### src/rtl/traceback_emitter.sv
// rtl/traceback_emitter.sv - LIFO-buffered traceback replay emitting aligned columns in forward order.
// Optional running alignment score output is enabled by defining ALIGN_SCORE_EN.
module traceback_emitter #(
    parameter int LENGTH      = 10,
    parameter int CWIDTH      = 2,
    parameter int CORD_LENGTH = 8,
    parameter int DEPTH       = 2 * LENGTH,
    parameter int SWIDTH      = 16,
    parameter int MATCH       = 1,
    parameter int MISMATCH    = -1,
    parameter int INDEL       = -1
) (
    input  logic                        clk,
    input  logic                        reset,
    input  logic [LENGTH*CWIDTH-1:0]    s1,
    input  logic [LENGTH*CWIDTH-1:0]    s2,
    input  logic                        in_valid,
    output logic                        in_ready,
    input  logic [2*CORD_LENGTH-1:0]    in_data,
    input  logic                        in_last,
    output logic                        out_valid,
    input  logic                        out_ready,
    output logic [CWIDTH-1:0]           out_c1,
    output logic [CWIDTH-1:0]           out_c2,
    output logic                        out_gap1,
    output logic                        out_gap2,
    output logic                        out_last,
    output logic                        busy,
    output logic                        error
`ifdef ALIGN_SCORE_EN
    ,
    output logic signed [SWIDTH-1:0]    score,
    output logic                        score_valid
`endif
);

    localparam int PW = $clog2(DEPTH + 1);
    localparam int SW = LENGTH * CWIDTH;
    localparam int DW = 2 * CORD_LENGTH;

    typedef enum logic {FILL, DRAIN} state_t;

    state_t                 state, state_next;
    logic [PW-1:0]          ptr;
    logic [DW-1:0]          mem [DEPTH];
    logic [CORD_LENGTH-1:0] px, py;
    logic                   first;
    logic                   err_r;
    logic [SW-1:0]          s1_r, s2_r;

    logic                   push, pop, overflow, last_err, col_err;
    logic [DW-1:0]          top;
    logic [CORD_LENGTH-1:0] tx, ty;
    logic [CWIDTH-1:0]      ch1, ch2;
    logic                   x_inc, x_same, y_inc, y_same, range_err;

    // Top-of-stack mux; loop compare avoids index-width coupling between ptr and DEPTH.
    always_comb begin
        top = '0;
        for (int i = 0; i < DEPTH; i++) begin
            if (ptr == PW'(i + 1)) top = mem[i];
        end
    end

    assign tx = top[CORD_LENGTH-1:0];
    assign ty = top[DW-1:CORD_LENGTH];

    // Out-of-range coordinates fall through to character 0.
    always_comb begin
        ch1 = '0;
        ch2 = '0;
        for (int i = 0; i < LENGTH; i++) begin
            if (ty == CORD_LENGTH'(i)) ch1 = s1_r[i*CWIDTH +: CWIDTH];
            if (tx == CORD_LENGTH'(i)) ch2 = s2_r[i*CWIDTH +: CWIDTH];
        end
    end

    assign range_err = (tx >= CORD_LENGTH'(LENGTH)) || (ty >= CORD_LENGTH'(LENGTH));
    assign x_inc     = (tx == px + CORD_LENGTH'(1));
    assign x_same    = (tx == px);
    assign y_inc     = (ty == py + CORD_LENGTH'(1));
    assign y_same    = (ty == py);

    always_ff @(posedge clk) begin
        if (reset) state <= FILL;
        else       state <= state_next;
    end

    always_comb begin
        state_next = state;
        in_ready   = 1'b0;
        out_valid  = 1'b0;
        out_c1     = '0;
        out_c2     = '0;
        out_gap1   = 1'b0;
        out_gap2   = 1'b0;
        out_last   = 1'b0;
        push       = 1'b0;
        pop        = 1'b0;
        overflow   = 1'b0;
        last_err   = 1'b0;
        col_err    = 1'b0;
        case (state)
            FILL: begin
                in_ready = 1'b1;
                if (in_valid) begin
                    if (ptr == PW'(DEPTH)) overflow = 1'b1;
                    else                   push     = 1'b1;
                    if (in_last) state_next = DRAIN;
                end else if (in_last && ptr == '0) begin
                    last_err = 1'b1;
                end
            end
            DRAIN: begin
                if (ptr == '0) begin
                    state_next = FILL;
                end else begin
                    out_valid = 1'b1;
                    out_last  = (ptr == PW'(1));
                    if (first) begin
                        col_err = (tx != '0) || (ty != '0);
                        out_c1  = ch1;
                        out_c2  = ch2;
                    end else if (x_inc && y_inc) begin
                        out_c1 = ch1;
                        out_c2 = ch2;
                    end else if (x_inc && y_same) begin
                        out_gap1 = 1'b1;
                        out_c2   = ch2;
                    end else if (x_same && y_inc) begin
                        out_c1   = ch1;
                        out_gap2 = 1'b1;
                    end else begin
                        col_err = 1'b1;
                        out_c1  = ch1;
                        out_c2  = ch2;
                    end
                    if (range_err) col_err = 1'b1;
                    pop = out_ready;
                    if (out_ready && out_last) state_next = FILL;
                end
            end
            default: state_next = FILL;
        endcase
    end

    always_ff @(posedge clk) begin
        if (reset) begin
            ptr   <= '0;
            px    <= '0;
            py    <= '0;
            first <= 1'b1;
            err_r <= 1'b0;
            s1_r  <= '0;
            s2_r  <= '0;
        end else begin
            if (push) begin
                ptr <= ptr + PW'(1);
                if (ptr == '0) begin
                    s1_r <= s1;
                    s2_r <= s2;
                end
            end
            if (pop) begin
                ptr   <= ptr - PW'(1);
                px    <= tx;
                py    <= ty;
                first <= (ptr == PW'(1));
            end
            if (overflow || last_err || (out_valid && col_err)) err_r <= 1'b1;
        end
    end

    // Storage needs no reset: the pointer alone defines valid contents.
    always_ff @(posedge clk) begin
        for (int i = 0; i < DEPTH; i++) begin
            if (push && ptr == PW'(i)) mem[i] <= in_data;
        end
    end

    assign busy  = (state != FILL) || (ptr != '0);
    assign error = err_r;

`ifdef ALIGN_SCORE_EN
    logic signed [SWIDTH-1:0] acc, col_score;

    always_comb begin
        col_score = SWIDTH'(MISMATCH);
        if (out_gap1 || out_gap2) col_score = SWIDTH'(INDEL);
        else if (out_c1 == out_c2) col_score = SWIDTH'(MATCH);
    end

    always_ff @(posedge clk) begin
        if (reset) begin
            acc         <= '0;
            score       <= '0;
            score_valid <= 1'b0;
        end else begin
            score_valid <= 1'b0;
            if (push && ptr == '0) acc <= '0;
            if (pop) begin
                acc <= acc + col_score;
                if (out_last) begin
                    score       <= acc + col_score;
                    score_valid <= 1'b1;
                end
            end
        end
    end
`endif

endmodule

### config.mk
export PLATFORM = sky130hd
export DESIGN_NAME = traceback_emitter
export DESIGN_NICKNAME = d
export VERILOG_FILES = /design/src/rtl/traceback_emitter.sv
export SDC_FILE = /design/constraint.sdc
export NUM_CORES = 1
export LEC_CHECK = 0
export ABC_AREA = 1
export CORE_MARGIN = 10
export CORE_UTILIZATION = 30
export CTS_CLUSTER_SIZE = 12
export DETAILED_ROUTE_END_ITERATION = 12
export DONT_BUFFER_PORTS = 1
export REMOVE_ABC_BUFFERS = 1
export SYNTH_ARGS = -nofsm -noshare
export SYNTH_HDL_FRONTEND = slang
export SYNTH_SLANG_ARGS = --single-unit
### constraint.sdc
create_clock -name clk -period 3.3 [get_ports clk]
set_clock_uncertainty 0.15 [all_clocks]
set_input_delay 0.495 -clock clk [delete_from_list [all_inputs] [get_ports clk]]
set_output_delay 0.495 -clock clk [all_outputs]
set_load 0.005 [all_outputs]
==> results of run 1 <==
[worst paths after layout]
| path | endpoint | slack, ns | cells past startpoint |
|---|---|---|---|
| setup / recovery | out_c1[1] | -1.66 | 31 |
| hold / removal | mem[2][20] | 0.04 | 1 |
| setup reg to reg | error | -1.59 | 42 |
| hold reg to reg | s1_r[16] | 0.31 | 2 |
[worst max-delay path, delay by kind of cell, from the launching register on]
family	cells	cell delay, ns
flip-flops	1	0.38
adder cells (fa/ha/maj)	1	0.18
AO/OA/AOI/OAI	3	0.46
buffers and inverters	3	0.48
AND/OR/NAND/NOR	24	2.25
[synth_stat cells, types with 4 or more instances]
master    instances
nor3_1            8
clkbuf_1         33
a21oi_1          47
nor2_2           11
or2_0            12
nand2_1         549
dfxtp_1          64
nand4_1          17
buf_4             9
clkinv_1          4
nand3b_1          7
xor2_1           14
or2_1             8
or2_2            43
nand2_2          24
nor2_1          131
ha_1              8
inv_1           228
nor2_4           10
inv_2            12
edfxtp_1        320
buf_2            16
nand3_1         179
o21ai_0         120
buf_6             4
[logic make-up (layout without fill, tap and decap cells)]
logic type      after synthesis  in the layout  share of synthesized area
flops                       384            384                     0.6127
fa+ha+maj                     8              8                   0.005632
xor+xnor                     16             16                   0.007885
compound gates              181            181                    0.05343
buf+inv                     310            592                    0.07033
simple gates               1005           1005                     0.2500
[cell type report]
class	count	area share
inverters	245	0.04095
clock buffers	55	0.05112
well taps	773	0.04182
repair inverters	2	0.0005950
multi-input cells	1210	0.2809
flip-flops and latches	384	0.4712
repair buffers	269	0.1058
clock inverters	21	0.007573
[stage by stage]
| step | total power [W] | cell area, µm² | utilization | TNS [ns] |
|---|---|---|---|---|
| global route | 0.01302 | 23130 | 0.3934 | -13.42 |
| floorplan | 0.006588 | 17450 | - | -85.13 |
| global placement | 0.007295 | 19830 | 0.3373 | -8.167 |
| finish | 0.01248 | 23130 | 0.3934 | -11.25 |
| detailed placement | 0.007329 | 19830 | 0.3373 | -9.246 |
| CTS | 0.01232 | 22430 | 0.3816 | -11.16 |
[metal layers]
layer	GRT usage	routed length, µm
met1	0.1745	21830
met2	0.2191	22600
met3	0.02445	2678
met4	0.04629	1241
met5	0	0
[registers in the layout (all words and copies together), names as in the netlist]
signal  cells
first       1
px          8
state       1
s2_r       20
s1_r       20
py          8
ptr         5
mem       320
error       1
[layout by cell type (no fill, tap or decap), types with 12 or more instances in the layout]
cell type	count
or2_2	42
nand2_2	78
nand3_2	52
nand2_4	26
buf_12	16
nand4_1	17
nand2_1	468
buf_6	16
dfxtp_1	61
dlygate4sd3_1	57
buf_4	179
xor2_1	14
inv_1	218
nand3_1	126
edfxtp_1	320
a21oi_1	45
inv_2	15
nor2_1	104
clkinv_1	12
nor2_4	22
or2_0	12
clkbuf_16	44
o21ai_0	107
nor2_2	26
[power by group]
part	total [W]	switching [W]	internal, W	leakage [nW]
registers	0.00545	0.0000634	0.00539	3.41
logic	0.00239	0.00144	0.000946	5.17
clock network	0.00464	0.00201	0.00263	0.664
[what timing repair did]
item,CTS,global route
resized for setup,99,180
cloned,3,0
endpoints found under the hold margin,378,0
hold buffers,58,0
endpoints found under the setup margin,32,23
pin swaps,56,99
setup buffers,35,12
==> flow_metrics.env, run 1 <==
export IMPL_synth_edf_count=320
export IMPL_die_w_um=263.4
export IMPL_synth_top_area_share=0.5407
export IMPL_cp_slowest_stage_delay_ns=0.38
export IMPL_syn_area_um2=17770
export IMPL_arrival_ns=4.31
export IMPL_grt_max_degree=53
export IMPL_crit_path_start_kind="flip-flop"
export IMPL_pin_count=72
export IMPL_crit_required_ns=2.65
export IMPL_setup_slack_ns=-1.656
export IMPL_grt_pass1_wl_mm=75.31
export IMPL_power_leakage_nw=9.244
export IMPL_initial_core_util=0.3023
export IMPL_finalSetupViolCount=7
export IMPL_place_congestion=0.8514
export IMPL_final_max_slew_violation_count=0
export IMPL_relSlewSlack=0.1018
export IMPL_path_common_cell="nand2_1"
export IMPL_htree_levels=2
export IMPL_fmax_mhz=201.8
export IMPL_cts_buffer_depth=3
export IMPL_ys_flop_type="edfxtp_1"
export IMPL_core_um2=58800
export IMPL_die_h_um=263.4
export IMPL_area_delta_synth_final_pct=30.14
export IMPL_ys_types=41
export IMPL_dp_hpwl_mm=31.46
export IMPL_hold_path_startpoint="in_data[4]"
export IMPL_rows=89
export IMPL_antenna_found_initial=0
export IMPL_synth_top_cell_by_area="edfxtp_1"
export IMPL_drt_iter0_drc=1092
export IMPL_portBuffers=0
export IMPL_cap_violations=0
export IMPL_vias=13660
export IMPL_rsz0062_at_grt="yes"
export IMPL_dieArea_um2=69380
export IMPL_avgRoutedWirePerCell_um=16.34
export IMPL_fin_hold_ws_ns=0.04208
export IMPL_slowest_stage="dfxtp_4"
export IMPL_synth_seq_area_share=0.6127
export IMPL_hold_viol_final=0
export IMPL_multi_input_area_um2=6497
export IMPL_final_fill_count=5664
export IMPL_critPathKind="reg -> out"
export IMPL_remaining_drc_errors=0
export IMPL_ir_drop_v=0.0003873
export IMPL_violations="setup timing"
export IMPL_seqCellArea_um2=10900
export IMPL_async_flop_share=0
export IMPL_grt_overflow=0
export IMPL_drive_above_1_share=0.2635
export IMPL_outcome="finished with violations"
export IMPL_detail_route_antenna_nets=0
export IMPL_hold_path_class="in -> reg"
export IMPL_synth_warnings=0
export IMPL_synth_seq_cells=384
export IMPL_min_period_ns=4.956
export IMPL_firstDrtPassIters=6
export IMPL_cts_sinks=384
export IMPL_nets=2224
export IMPL_viasPerCell=4.617
export IMPL_n_antenna_cell=0
export IMPL_cts_tree="done"
export IMPL_crit_start="ptr[1]"
export IMPL_root_buffer="clkbuf_16"
export IMPL_drt_total_wl_mm=48.35
export IMPL_cts_buffers=43
export IMPL_clk_pin_slew_worst_paths_ns=0.06
export IMPL_grt_usage=0.1337
export IMPL_finalCritPeriodShare=1.502
export IMPL_place_ws_ns=-1.320
export IMPL_syn_instance_count=1904
export IMPL_cp_end_kind="primary output"
export IMPL_crit_fanout=16
export IMPL_clk_latency_ns=0.60
export IMPL_post_layout_nonfiller_instances=2959
export IMPL_synth_area_per_cell_um2=9.335
export IMPL_grt_pass1_vias=13670
export IMPL_tightestPinTransition_ns=1.342
export IMPL_r2r_start="ptr[1]"
export IMPL_p_per_area_nw_per_um2=539.7
export IMPL_dp_cells=2776
export IMPL_netlist_top_cells_area="edfxtp_1 54%, nand2_1 12%, dfxtp_1 7.2%, nand3_1 5.0%, inv_1 4.8%"
No activity file was read; power rests on OpenSTA's default activity.
==> inputs of run 2 (changes only) <==
--- a/config.mk
+++ b/config.mk
@@ -8,9 +8,10 @@
 export ABC_AREA = 1
 export CORE_MARGIN = 10
 export CORE_UTILIZATION = 30
-export CTS_CLUSTER_SIZE = 12
+export CTS_CLUSTER_SIZE = 16
 export DETAILED_ROUTE_END_ITERATION = 12
 export DONT_BUFFER_PORTS = 1
+export PLACE_DENSITY_LB_ADDON = 0.2
 export REMOVE_ABC_BUFFERS = 1
 export SYNTH_ARGS = -nofsm -noshare
 export SYNTH_HDL_FRONTEND = slang
==> flow_metrics.env, run 2 (synthesized netlist as in run 1, its figures left out) <==
export IMPL_outcome="finished with violations"
export IMPL_violations="setup timing"
export IMPL_final_max_slew_violation_count=0
export IMPL_finalCritPeriodShare=1.485
export IMPL_hold_path_class="in -> reg"
export IMPL_hold_path_depth=1
export IMPL_met3WireLength_mm=2.160
export IMPL_place_area_um2=19980
export IMPL_grt_pass1_vias=13130
export IMPL_arrival_ns=4.26
export IMPL_reg_largest_list="mem (320), s1_r (20), s2_r (20)"
export IMPL_place_ws_ns=-1.408
export IMPL_largest_reg_flops=320
export IMPL_nets=2228
export IMPL_viasPerCell=4.530
export IMPL_pin_count=72
export IMPL_drt_total_wl_mm=50.00
export IMPL_drive_above_1_share=0.2702
export IMPL_tightestPinTransition_ns=1.109
export IMPL_r2r_cells=35
export IMPL_crit_required_ns=2.65
export IMPL_initial_core_util=0.3023
export IMPL_area_delta_synth_final_pct=30.95
export IMPL_hold_viol_final=0
export IMPL_relSlewSlack=0.2584
export IMPL_die_h_um=263.4
export IMPL_cts_tree="done"
export IMPL_avgRoutedWirePerCell_um=16.85
export IMPL_portBuffers=0
export IMPL_dr_wl_met2_mm=22.50
export IMPL_firstDrtPassIters=4
export IMPL_htree_levels=2
export IMPL_grt_max_degree=53
export IMPL_crit_fanout=7
export IMPL_cts_buffers=44
export IMPL_detail_route_antenna_nets=0
export IMPL_power_leakage_nw=9.352
export IMPL_die_w_um=263.4
export IMPL_fmax_mhz=204.0
export IMPL_finalSetupViolCount=7
export IMPL_vias=13450
export IMPL_final_fill_count=5817
export IMPL_layout_common_cells="465 x nand2_1, 320 x edfxtp_1, 219 x inv_1"
export IMPL_setup_slack_ns=-1.602
export IMPL_cts_buffer_depth=3
export IMPL_min_period_ns=4.902
export IMPL_clk_pin_slew_worst_paths_ns=0.06
export IMPL_rows=89
export IMPL_seqCellArea_um2=10900
export IMPL_dieArea_um2=69380
export IMPL_path_common_cell="nand2_1"
export IMPL_top_layer="met4"
export IMPL_p_per_area_nw_per_um2=548.6
export IMPL_remaining_drc_errors=0
export IMPL_ir_drop_v=0.0004461
export IMPL_n_antenna_cell=0
export IMPL_top_register="mem"
export IMPL_total_power_w=0.01277
export IMPL_mostFrequentLayoutCell="nand2_1"
export IMPL_finalSetupTns_ns=-9.979
export IMPL_rsz0062_at_grt="yes"
export IMPL_crit_path_start_kind="flip-flop"
export IMPL_clk_latency_ns=0.59
export IMPL_place_congestion=0.8106
export IMPL_wl_met1_mm=24.20
export IMPL_cts_sinks=384
export IMPL_drt_iter0_drc=829
export IMPL_core_um2=58800
export IMPL_cp_end_kind="primary output"
export IMPL_slowest_stage="dfxtp_4"
export IMPL_cap_violations=0
export IMPL_grt_overflow=0
export IMPL_grt_pass1_wl_mm=77.24
export IMPL_design_area_um2=23270
export IMPL_dp_hpwl_mm=33.02
export IMPL_cp_slowest_stage_delay_ns=0.38
export IMPL_root_buffer="clkbuf_16"
export IMPL_fin_hold_ws_ns=0.03722
export IMPL_antenna_found_initial=0
export IMPL_grt_usage=0.1403
export IMPL_critPathKind="reg -> out"
export IMPL_multi_input_area_um2=6509
==> run 2: area by class of cell <==
cell class | count | share of cell area
clock buffer | 55 | 0.04994
clock inverter | 27 | 0.01097
inverter | 245 | 0.04016
multi-input combinational | 1210 | 0.2797
sequential | 384 | 0.4683
tap | 773 | 0.04156
timing repair buffer | 274 | 0.1094
==> run 2: path summary, 6_finish.rpt <==
| check | from | end | slack (ns) |
|---|---|---|---|
| setup / recovery | ptr[1] | out_c1[0] | -1.60 |
| hold / removal | in_data[1] | mem[1][1] | 0.04 |
| setup reg to reg | ptr[1] | error | -0.76 |
| hold reg to reg | s1_r[16] | s1_r[16] | 0.30 |
==> run 2: critical path, delay by kind of cell (launching register included) <==
family	cells	cell delay [ns]
compound gates	1	0.13
buf+inv	6	0.61
fa+ha+maj	1	0.18
flops	1	0.38
simple gates	27	2.38
==> run 2: per-layer routing <==
metal | up-vias | track usage
li1 | 6747 | -
met1 | 6367 | 0.1943
met2 | 266 | 0.2207
met3 | 66 | 0.02222
met4 | 0 | 0.04458
met5 | - | 0
==> run 2: timing repair <==
action,4_1_cts,5_1_grt
setup endpoints to repair,17,23
pin swaps,29,69
gates cloned,0,1
hold buffers,59,0
hold endpoints to repair,378,0
setup buffers,14,15
resized for setup,110,162
==> run 2: through the flow <==
stage	util	instances
after floorplan	-	1839
after global placement	0.3398	2797
after detailed placement	0.3398	2797
after CTS	0.3842	2952
after global routing	0.3958	2968
final	0.3958	2968
==> run 2: power by group <==
part	switching (W)	internal, W	total (W)
Combinational	0.00148	0.000980	0.00246
Clock	0.00204	0.00282	0.00486
Sequential	0.0000573	0.00539	0.00545
Total	0.00358	0.00919	0.0128
==> inputs of run 3 (changes only) <==
--- a/config.mk
+++ b/config.mk
@@ -7,11 +7,11 @@
 export LEC_CHECK = 0
 export ABC_AREA = 1
 export CORE_MARGIN = 10
-export CORE_UTILIZATION = 30
+export CORE_UTILIZATION = 40
 export CTS_CLUSTER_SIZE = 16
 export DETAILED_ROUTE_END_ITERATION = 12
 export DONT_BUFFER_PORTS = 1
-export PLACE_DENSITY_LB_ADDON = 0.2
+export PLACE_DENSITY = 0.6
 export REMOVE_ABC_BUFFERS = 1
 export SYNTH_ARGS = -nofsm -noshare
 export SYNTH_HDL_FRONTEND = slang
==> flow_metrics.env, run 3 (synthesized netlist as in run 1, its figures left out) <==
export IMPL_outcome="finished with violations"
export IMPL_violations="setup timing"
export IMPL_grt_max_degree=53
export IMPL_fmax_mhz=203.9
export IMPL_cp_slowest_stage_delay_ns=0.39
export IMPL_drt_total_wl_mm=48.56
export IMPL_initial_core_util=0.4037
export IMPL_clkPwrFrac=0.367
export IMPL_place_area_um2=19580
export IMPL_hold_path_class="in -> reg"
export IMPL_pin_count=72
export IMPL_nets=2233
export IMPL_holdPathEnd="s1_r[16]"
export IMPL_final_max_slew_violation_count=0
export IMPL_cp_num_buf_inv=3
export IMPL_arrival_ns=4.26
export IMPL_viasPerCell=4.919
export IMPL_finalSetupViolCount=7
export IMPL_place_ws_ns=-1.272
export IMPL_drive_above_1_share=0.2654
export IMPL_layout_common_cells="471 x nand2_1, 320 x edfxtp_1, 214 x inv_1"
export IMPL_htree_levels=2
export IMPL_finalCritPeriodShare=1.486
export IMPL_p_per_area_nw_per_um2=548.4
export IMPL_avgRoutedWirePerCell_um=17.40
export IMPL_path_common_cell="nand2_1"
export IMPL_crit_family="simple AND/OR/NAND/NOR gates"
export IMPL_hold_path_depth=2
export IMPL_rsz0062_at_grt="yes"
export IMPL_clk_latency_ns=0.57
export IMPL_cts_sinks=384
export IMPL_grt_pass1_wl_mm=74.82
export IMPL_fin_hold_ws_ns=0.03777
export IMPL_crit_path_start_kind="flip-flop"
export IMPL_cts_buffers=42
export IMPL_finalSetupTns_ns=-10.64
export IMPL_area_delta_synth_final_pct=29.05
export IMPL_grt_pass1_vias=13260
export IMPL_die_h_um=230.8
export IMPL_die_w_um=230.8
export IMPL_cap_violations=0
export IMPL_place_congestion=0.8837
export IMPL_power_frac_seq=0.434
export IMPL_design_area_um2=22940
export IMPL_switchingPower_w=0.003455
export IMPL_r2r_end="error"
export IMPL_post_route_util=0.5209
export IMPL_grt_overflow=0
export IMPL_cts_buffer_depth=3
export IMPL_clk_pin_slew_worst_paths_ns=0.06
export IMPL_p_int_w=0.009122
export IMPL_firstDrtPassIters=7
export IMPL_r2r_cells=48
export IMPL_r2r_start="ptr[0]"
export IMPL_critPathKind="reg -> out"
export IMPL_drt_iter0_drc=1029
export IMPL_cts_tree="done"
export IMPL_power_leakage_nw=9.309
export IMPL_detail_route_antenna_nets=0
export IMPL_portBuffers=0
export IMPL_hold_viol_final=0
export IMPL_crit_fanout=5
export IMPL_ir_drop_v=0.0003594
export IMPL_cp_end_kind="primary output"
export IMPL_core_um2=44030
export IMPL_crit_required_ns=2.65
export IMPL_setup_slack_ns=-1.605
export IMPL_reg_largest_list="mem (320), s1_r (20), s2_r (20)"
export IMPL_remaining_drc_errors=0
export IMPL_tightestPinTransition_ns=1.203
export IMPL_relSlewSlack=0.1971
export IMPL_antenna_found_initial=2
export IMPL_dieArea_um2=53260
export IMPL_mostFrequentLayoutCell="nand2_1"
export IMPL_ff2ff_setup_slack_ns=-1.33
export IMPL_switching_share=0.2747
export IMPL_root_buffer="clkbuf_16"
export IMPL_largest_reg_flops=320
export IMPL_comb_power_share=0.199
export IMPL_rows=77
export IMPL_grt_usage=0.1762
export IMPL_hold_path_startpoint="s1[16]"
export IMPL_slowest_stage="dfxtp_4"
export IMPL_dp_hpwl_mm=31.20
export IMPL_vias=13730
export IMPL_top_register="mem"
export IMPL_min_period_ns=4.905
-- run 3: cell count changes in the layout (fill, tap and decap cells not counted), sizes merged --
cell and delta:
inv +2, dlygate4sd3 +6, clkinvlp +1, clkbuf -3, buf +1, clkinv -5
diode +2
-- run 3: how the worst max path moves through the flow --
stage           endpoint    from  slack [ns]  cells after the start
5_1_grt        out_c1[0]  ptr[0]       -1.87                     39
3_3_place_gp   out_c1[1]  ptr[0]       -1.21                     37
2_1_floorplan   s1_r[13]  ptr[0]       -1.89                     10
4_1_cts        out_c2[0]  ptr[1]       -1.60                     36
3_5_place_dp   out_c1[0]  ptr[0]       -1.27                     36
6_report       out_c1[0]  ptr[0]       -1.60                     33
-- run 3: what timing repair did --
| item | 4_1_cts | 5_1_grt |
|---|---|---|
| hold buffers | 57 | 0 |
| endpoints found under the setup margin | 17 | 23 |
| pin swaps | 77 | 103 |
| buffers inserted | 43 | 14 |
| endpoints found under the hold margin | 377 | 0 |
| gates resized for setup | 136 | 148 |
| gates cloned | 1 | 0 |
-- run 3: power groups by stage --
stage | clock network [W] | registers [W] | logic [W]
final | 0.00461 | 0.00546 | 0.00251
after global routing | 0.00490 | 0.00546 | 0.00274
after CTS | 0.00473 | 0.00545 | 0.00223
after detailed placement | 0 | 0.00555 | 0.00177
after global placement | 0 | 0.00555 | 0.00174
after floorplan | 0 | 0.00553 | 0.00106
-- run 3: worst register-to-register path: cells and delay by family (launching register included) --
kind | cells | cell delay (ns)
AO/OA/AOI/OAI | 2 | 0.17
adder cells (fa/ha/maj) | 1 | 0.15
flip-flops | 1 | 0.39
AND/OR/NAND/NOR | 30 | 2.01
buffers and inverters | 15 | 1.68
-- run 3: layout make-up --
class                   instances  area [µm²]
fillers                      3863       21090
flip-flops and latches        384       10900
multi-input cells            1210        6502
repair buffers                280        2492
clock buffers                  53        1112
inverters                     245       947.2
well taps                     592       740.7
clock inverters                24       229.0
repair inverters                1       7.507
diodes                          2       5.005
-- run 3: metal layers --
metal / up-vias / track usage / routed length (µm)
met1: 6485 / 0.2439 / 22490
li1: 6765 / - / -
met4: 0 / 0.05755 / 1227
met3: 82 / 0.02772 / 2925
met5: - / 0 / 0
met2: 397 / 0.2781 / 21920
-- run 3: metrics by stage --
stage                     total power, W  instances
after floorplan                 0.006588       1839
after global placement          0.007286       2598
after detailed placement        0.007314       2598
after CTS                        0.01241       2776
after global routing             0.01311       2790
final                            0.01258       2791
